`src/rtl/axis_throttle_scheduler.sv`:
```
// Drives the throttler's log2 decimation: software request plus an automatic FIFO-fill back-off,
// committed only when the stream is idle or on a handshake beat.
module axis_throttle_scheduler #(
    parameter int LEVEL_WIDTH = 16,
    parameter int HIGH_WATER  = 3072,
    parameter int LOW_WATER   = 1024,
    parameter int HOLD_CYCLES = 1024
) (
    input  logic                   aclk,
    input  logic                   aresetn,
    input  logic [4:0]             log_throttle_req_i,
    input  logic                   auto_en_i,
    input  logic [LEVEL_WIDTH-1:0] fifo_level_i,
    input  logic                   s_tvalid_i,
    input  logic                   beat_i,
    output logic [4:0]             log_throttle_o,
    output logic [4:0]             boost_o,
    output logic                   saturated_o,
    output logic [15:0]            change_count_o
);
    localparam int TW = (HOLD_CYCLES > 1) ? $clog2(HOLD_CYCLES) : 1;
    localparam logic [TW-1:0] RELOAD = TW'(HOLD_CYCLES - 1);

    typedef enum logic [1:0] {MANUAL, AUTO_IDLE, AUTO_BACKOFF} state_t;

    state_t          state_q, state_d;
    logic [4:0]      boost_q, boost_d;
    logic [4:0]      lt_q, lt_d;
    logic            sat_q, sat_d;
    logic [15:0]     cnt_q, cnt_d;
    logic [TW-1:0]   timer_q, timer_d;

    logic [5:0]      sum, sum_next;
    logic [4:0]      target;
    logic            lvl_hi, lvl_lo;

    assign sum    = {1'b0, log_throttle_req_i} + {1'b0, boost_q};
    assign target = sum[5] ? 5'd31 : sum[4:0];
    assign lvl_hi = fifo_level_i >= LEVEL_WIDTH'(HIGH_WATER);
    assign lvl_lo = fifo_level_i <= LEVEL_WIDTH'(LOW_WATER);

    always_ff @(posedge aclk) begin
        if (!aresetn) begin
            state_q <= MANUAL;
            boost_q <= '0;
            lt_q    <= '0;
            sat_q   <= 1'b0;
            cnt_q   <= '0;
            timer_q <= '0;
        end else begin
            state_q <= state_d;
            boost_q <= boost_d;
            lt_q    <= lt_d;
            sat_q   <= sat_d;
            cnt_q   <= cnt_d;
            timer_q <= timer_d;
        end
    end

    always_comb begin
        state_d  = state_q;
        boost_d  = boost_q;
        timer_d  = (timer_q != '0) ? timer_q - 1'b1 : timer_q;
        lt_d     = lt_q;
        cnt_d    = cnt_q;

        // Commit uses the pre-step target; a step this cycle commits at a later safe point.
        if (target != lt_q && (beat_i || !s_tvalid_i)) begin
            lt_d  = target;
            cnt_d = cnt_q + 16'd1;
        end

        case (state_q)
            MANUAL: begin
                boost_d = '0;
                timer_d = '0;
                if (auto_en_i) state_d = AUTO_IDLE;
            end
            AUTO_IDLE: begin
                if (timer_q == '0 && lvl_hi) begin
                    boost_d = 5'd1;
                    timer_d = RELOAD;
                    state_d = AUTO_BACKOFF;
                end
            end
            AUTO_BACKOFF: begin
                if (timer_q == '0) begin
                    if (lvl_hi) begin
                        if (target != 5'd31) boost_d = boost_q + 5'd1;
                        timer_d = RELOAD;
                    end else if (lvl_lo) begin
                        boost_d = boost_q - 5'd1;
                        timer_d = RELOAD;
                        if (boost_q == 5'd1) state_d = AUTO_IDLE;
                    end
                end
            end
            default: state_d = MANUAL;
        endcase

        if (state_q != MANUAL && !auto_en_i) begin
            state_d = MANUAL;
            boost_d = '0;
            timer_d = '0;
        end
    end

    // Flags a boost that is pinned by the 31 ceiling (target clipped or stuck at the top).
    assign sum_next = {1'b0, log_throttle_req_i} + {1'b0, boost_d};
    assign sat_d    = (boost_d != '0) && (sum_next >= 6'd31);

    assign log_throttle_o = lt_q;
    assign boost_o        = boost_q;
    assign saturated_o    = sat_q;
    assign change_count_o = cnt_q;
endmodule
```
`config.mk`:
```
export PLATFORM = sky130hd
export DESIGN_NAME = axis_throttle_scheduler
export DESIGN_NICKNAME = d
export VERILOG_FILES = /design/src/rtl/axis_throttle_scheduler.sv
export SDC_FILE = /design/constraint.sdc
export NUM_CORES = 1
export LEC_CHECK = 0
export BUFFER_PORTS_ARGS = -buffer_cell sky130_fd_sc_hd__buf_2
export CAP_MARGIN = 10
export CORE_MARGIN = 3
export CORE_UTILIZATION = 46
export CTS_CLUSTER_DIAMETER = 50
export DETAILED_ROUTE_END_ITERATION = 8
export GPL_TIMING_DRIVEN = 1
export PLACE_DENSITY_LB_ADDON = 0.3
export SYNTH_ARGS = -nofsm -noshare
export SYNTH_HDL_FRONTEND = slang
export SYNTH_SLANG_ARGS = --single-unit
```
`constraint.sdc`:
```
create_clock -name aclk -period 4.1 [get_ports aclk]
set_input_delay 0.82 -clock aclk [delete_from_list [all_inputs] [get_ports aclk]]
set_output_delay 0.82 -clock aclk [all_outputs]
set_load 0.02 [all_outputs]
```
==> results.txt, run 1 <==
Worst slack after detailed placement - -416 ps
Delay-heaviest family, CP - compound AO/OA/AOI/OAI gates
Data arrival time at the worst-slack endpoint - 4290 ps
HP Class - flop to flop
CTS tree - built
Worst Setup Slack, final - 35.2 ps
Final HPWL DP - 5.20 mm
Critical Path Max Stage Delay - 430 ps
Area enclosed by the die boundary - 0.00685 sq mm
TritonRoute pass-1 iters - 4
Detailed router's first-iteration violation count - 169
Final hold vios - 0
Highest-delay cell along the critical path - fa_2
Final worst path period share - 99.1%
Number of flops mapped to enable cells by yosys - 0
Per-cell routed wire length - 14.8 microns
Req. time, crit path - 4330 ps
Post-synthesis area per instance - 8.21 sq um
Status - complete, no violations
Critical hold path startpoint - change_count_o[15]
Worst hold margin - 493 ps
Most frequent standard cell in the layout excluding fill and tap cells - buf_2
Worst setup SP type - input pin
Post-synth net total - 373
N_diodes - 0
I/O pin count - 53
# port buffers - 52
Depth of the worst hold-timing path - 2
GRT overflow - 0
Max-slew headroom - 50.1%
Number of standard cells in the final layout excluding fillers - 491
Count of unique library cells instantiated by Yosys - 62
Buffer levels on the longest clock path - 2
Most frequent cells in the layout - buf_2, buf_4, dfxtp_1, nor2_1, a21oi_1
Final Max Slew Viols - 0
Main synth FF type - dfxtp_1
Number of nets in the layout - 461
DRC viols - 0
Maximum clock frequency - 246 MHz
Setup violators final - 0
Clk Latency, worst-skew pair - 300 ps
Root buf cell - clkbuf_8
Clock buffer count from CTS - 5
Placed Instances - 471
Logic depth of the worst register-to-register path - 19
Sequence of cells on the critical path - buf_8 > ha_4 > inv_2 > fa_2 > or2_1 > o41a_1 > o311ai_4 > buf_4 > a21oi_1 > o32ai_2 > o21ai_2 > inv_1 > ha_1 > a21o_1 > a21oi_2 > xnor2_1 > a21oi_1 > a21o_1 > a41oi_2
Flop2flop setup slack - 230 ps
RSZ-0062 raised after global routing - true
Power per standard cell area - 483 mW/mm^2
Endpoint of the worst hold path - change_count_o[15]
Transition at the pin with the smallest max-transition slack - 744 ps
Final RePlAce weighted congestion - 0.863
Row cnt - 27
Signed area change from the synthesized netlist to the final layout - 28.8%
Area of the mapped netlist - 0.00271 sq mm
Number of global-route vias before repair - 2459
Total buffers and inverters traversed by the critical path - 4
Die outline width - 82.7 microns
Count of H-tree levels built during CTS - 2
Type of the worst setup path - input pin to flop
Number of flip-flops and latches in the synthesized netlist - 39
Worst-path maximum fanout - 3
Vert. Die Dim - 82.7 microns
Core region area - 0.00561 sq mm
Total of max-cap violations - 0
Post-route setup TNS - 0 ps
First-pass GRT wire length - 11.4 mm
Destination of the worst register-to-register timing path - saturated_o
Post-layout min period - 4060 ps
Residual antenna-violating net count after detailed routing - 0
Initial standard-cell utilization of the core - 48.3%
Sequential element share of the synthesized area - 28.8%
Cell leakage power - 1.46 nW
Post-route clock skew - 8.43 ps
Worst-path clk slew - 80 ps
Antenna violations before repair - 0
Share of flip-flops with an asynchronous set or reset after synthesis - 0%
Crit path capture type - flop
Via count - 2810
Fraction of final layout cells with drive strength greater than 1 - 33.7%
Detailed Route WL - 7.26 mm
Mapped Cells - 330
Filler Cell Count - 508
Total number of yosys warnings - 0
All-layer global routing usage - 21.4%
DR vias/cell - 5.72
Worst VDD drop - 237 uV
Maximum number of pins on one net before global-route repair - 22
Reg-to-Reg Start - boost_o[0]
Number of sinks driven by the clock tree - 39
report_power, final:
| part | total, W | switching [W] | internal [W] |
|---|---|---|---|
| registers | 0.000487 | 0.0000646 | 0.000423 |
| logic | 0.000865 | 0.000483 | 0.000382 |
| clock network | 0.000333 | 0.000152 | 0.000181 |
registers in the layout (all words and copies together), names as in the netlist:
| name | cells |
|---|---|
| boost_o | 5 |
| timer_q | 10 |
| saturated_o | 1 |
| log_throttle_o | 5 |
| state_q | 2 |
| change_count_o | 16 |
cell usage after synthesis (7+ instances only):
master	instances	area (sq um)
a21oi_1	30	150
clkbuf_1	8	30.0
dfxtp_1	39	781
ha_1	15	188
inv_1	15	56.3
nand2_1	27	101
nand2b_1	7	43.8
nand3_1	14	70.1
nor2_1	30	113
nor3_1	14	70.1
o21ai_0	13	65.1
xnor2_1	8	70.1
kinds of logic after synthesis:
group	count (synthesis)	share of synthesized area, %
xor gates and xnor gates	14	4.53
adders and majority gates	17	8.41
AOI/OAI and AO/OA	88	24.3
DFF	39	28.8
and+or+nand+nor	142	28.1
muxes	4	1.57
buffers and inverters	26	4.30
repair_timing:
action / CTS / global route
pin swaps: 10 / 7
resized for setup: 13 / 8
setup endpoints to repair: 1 / 2
hold buffers: 0 / 0
setup buffers: 11 / 1
metrics by stage:
stage	cell area [sq um]	power (W)	utilization [%]
floorplan	2710	0.00107	-
global placement	3210	0.00121	57.2
detailed placement	3210	0.00124	57.2
CTS	3440	0.00163	61.4
global route	3490	0.00180	62.2
finish	3490	0.00169	62.2
routing by layer:
layer	vias up	track usage, %	wire length [microns]
met5	-	0	0
met4	0	5.56	64
met3	6	3.25	319
met2	77	37.3	3640
met1	1345	27.4	3240
li1	1382	-	-
cell type report:
class                   count  area (sq um)  area share (%)
clock inverters             3          43.8            1.26
well taps                  72          90.1            2.58
flip-flops and latches     39           781            22.4
repair buffers             92           571            16.4
multi-input cells         265          1880            53.8
inverters                  15          56.3            1.61
clock buffers               5          68.8            1.97
tightest hold or removal path, stage by stage (launching register included):
cell and delay, ps:
dfxtp_1 320, o21ai_0 70, a21oi_1 60
worst max path at each step:
stage               slack (ps)                  start          end  depth (start not counted)
global placement          -270  log_throttle_req_i[0]  saturated_o                         19
global route              -110  log_throttle_req_i[1]  saturated_o                         19
detailed placement        -420  log_throttle_req_i[0]  saturated_o                         19
CTS                        -10  log_throttle_req_i[0]  saturated_o                         20
floorplan                 -180  log_throttle_req_i[0]  saturated_o                         18
finish                      40  log_throttle_req_i[0]  saturated_o                         19
(Power assumes the default switching activity.)
==> run 2: changes to the inputs <==
- RECOVER_POWER: default -> 50
==> results.txt, run 2 (same netlist as run 1, synthesis figures left out) <==
Top sig layer - met4 (unchanged)
Detailed Route WL - 7.28 mm (was 7.26 mm)
Final Max Slew Viols - 0 (unchanged)
Count of H-tree levels built during CTS - 2 (unchanged)
Via count - 2799 (was 2810)
Clk Latency, worst-skew pair - 300 ps (about the same)
Setup violators final - 0 (unchanged)
Overall power of the completed layout - 0.00168 W (was 0.00169 W)
Worst-path clk slew - 80 ps (about the same)
Number of nets in the layout - 461 (unchanged)
Initial standard-cell utilization of the core - 48.3% (unchanged)
First-pass GRT wire length - 11.4 mm (unchanged)
Worst Setup Slack, final - 46.6 ps (was 35.2 ps)
Most frequent standard cell in the layout excluding fill and tap cells - buf_4 (was buf_2)
Per-cell routed wire length - 14.8 microns (about the same)
Row cnt - 27 (unchanged)
Worst VDD drop - 237 uV (about the same)
Status - complete, no violations (unchanged)
Routed length on met3 - 214 microns (was 319 microns)
Worst slack after detailed placement - -416 ps (unchanged)
Data arrival time at the worst-slack endpoint - 4280 ps (was 4290 ps)
Signed area change from the synthesized netlist to the final layout - 27.4% (was 28.8%)
Post-route clock skew - 8.77 ps (was 8.43 ps)
Antenna violations before repair - 0 (unchanged)
Post-layout min period - 4050 ps (was 4060 ps)
Final hold vios - 0 (unchanged)
Residual antenna-violating net count after detailed routing - 0 (unchanged)
Instance area at placement - 0.00321 sq mm (unchanged)
Post-route standard cell area excluding fillers - 0.00345 sq mm (was 0.00349 sq mm)
Max-slew headroom - 50.6% (was 50.1%)
Number of global-route vias before repair - 2459 (unchanged)
Final RePlAce weighted congestion - 0.863 (unchanged)
Maximum number of pins on one net before global-route repair - 22 (unchanged)
DRC viols - 0 (unchanged)
Met1 wire length - 3.35 mm (was 3.24 mm)
Maximum clock frequency - 247 MHz (was 246 MHz)
Clock buffer count from CTS - 5 (unchanged)
Met2 Wirelength - 3.57 mm (was 3.64 mm)
Worst-path maximum fanout - 2 (was 3)
Final HPWL DP - 5.20 mm (unchanged)
RSZ-0062 raised after global routing - true (unchanged)
Number of sinks driven by the clock tree - 39 (unchanged)
Transition at the pin with the smallest max-transition slack - 736 ps (was 744 ps)
GRT overflow - 0 (unchanged)
N_diodes - 0 (unchanged)
Core region area - 0.00561 sq mm (unchanged)
# port buffers - 52 (unchanged)
Fraction of final layout cells with drive strength greater than 1 - 27.2% (was 33.7%)
TritonRoute pass-1 iters - 4 (unchanged)
Req. time, crit path - 4330 ps (about the same)
I/O pin count - 53 (unchanged)
Worst setup SP type - input pin (unchanged)
Detailed router's first-iteration violation count - 149 (was 169)
Total of max-cap violations - 0 (unchanged)
Most frequent cells in the layout - buf_4, dfxtp_1, nor2_1, a21oi_1, nand2_1 (was buf_2, buf_4, dfxtp_1, nor2_1, a21oi_1)
Flop2flop setup slack - 240 ps (was 230 ps)
Crit path capture type - flop (unchanged)
CTS tree - built (unchanged)
Post-route setup TNS - 0 ps (unchanged)
Final Core Density - 61.6% (was 62.2%)
Max FFs per register - 16 (unchanged)
Die outline width - 82.7 microns (unchanged)
Root buf cell - clkbuf_8 (unchanged)
Final worst path period share - 98.9% (was 99.1%)
DR vias/cell - 5.70 (was 5.72)
Area enclosed by the die boundary - 0.00685 sq mm (unchanged)
Buffer levels on the longest clock path - 2 (unchanged)
Cell leakage power - 1.35 nW (was 1.46 nW)
Type of the worst setup path - input pin to flop (unchanged)
Power per standard cell area - 488 mW/mm^2 (was 483 mW/mm^2)
Vert. Die Dim - 82.7 microns (unchanged)
All-layer global routing usage - 21.4% (unchanged)
HP Class - flop to flop (unchanged)
Hold-fix buffers at CTS - 0 (unchanged)
-- run 2: cell type report --
| cell class | count | area [sq um] |
|---|---|---|
| Multi-Input combinational cell | 265 | 1870 |
| Clock inverter | 3 | 43.8 |
| Sequential cell | 39 | 781 |
| Inverter | 15 | 56.3 |
| Clock buffer | 5 | 68.8 |
| Timing Repair Buffer | 92 | 538 |
| Tap cell | 72 | 90.1 |
| Fill cell | 525 | 2160 |
-- run 2: metal layers --
layer | track usage, % | vias up
li1 | - | 1383
met1 | 27.4 | 1337
met2 | 37.3 | 64
met3 | 3.25 | 15
met4 | 5.56 | 0
met5 | 0 | -
-- run 2: final timing paths --
| kind | from | endpoint | depth (start not counted) |
|---|---|---|---|
| hold reg to reg | change_count_o[15] | change_count_o[15] | 2 |
| setup reg to reg | boost_o[0] | saturated_o | 21 |
| hold / removal | change_count_o[15] | change_count_o[15] | 2 |
| setup / recovery | log_throttle_req_i[0] | saturated_o | 21 |
-- run 2: report_power, final --
part	internal, W	total, W	switching [W]	leakage [nW]
clock	0.000181	0.000335	0.000154	0.0581
sequential	0.000423	0.000487	0.0000644	0.317
combinational	0.000379	0.000862	0.000483	0.977
-- run 2: through the flow --
step / cells / hold WS [ps]
floorplan: 330 / 489
global placement: 471 / 467
detailed placement: 471 / 476
CTS: 490 / 490
global route: 491 / 521
finish: 491 / 495
-- run 2: repair_timing --
| action | in CTS | in global routing |
|---|---|---|
| resized for setup | 13 | 8 |
| endpoints found under the setup margin | 1 | 2 |
| gates cloned | 0 | 0 |
| pin swaps | 10 | 7 |
| buffers inserted | 11 | 1 |
-- run 2: worst max-delay path: stages --
cell and delay, ps:
buf_8 100, ha_4 150, inv_2 50, fa_2 430, or2_1 250, o41a_1 380
o311ai_4 280, mux2i_1 120, o21ai_1 170, nand2_1 120, buf_4 150, buf_4 120
buf_4 130, buf_4 130, buf_4 120, buf_4 130, buf_4 120, buf_4 120
buf_4 120, buf_4 130, a41oi_2 140
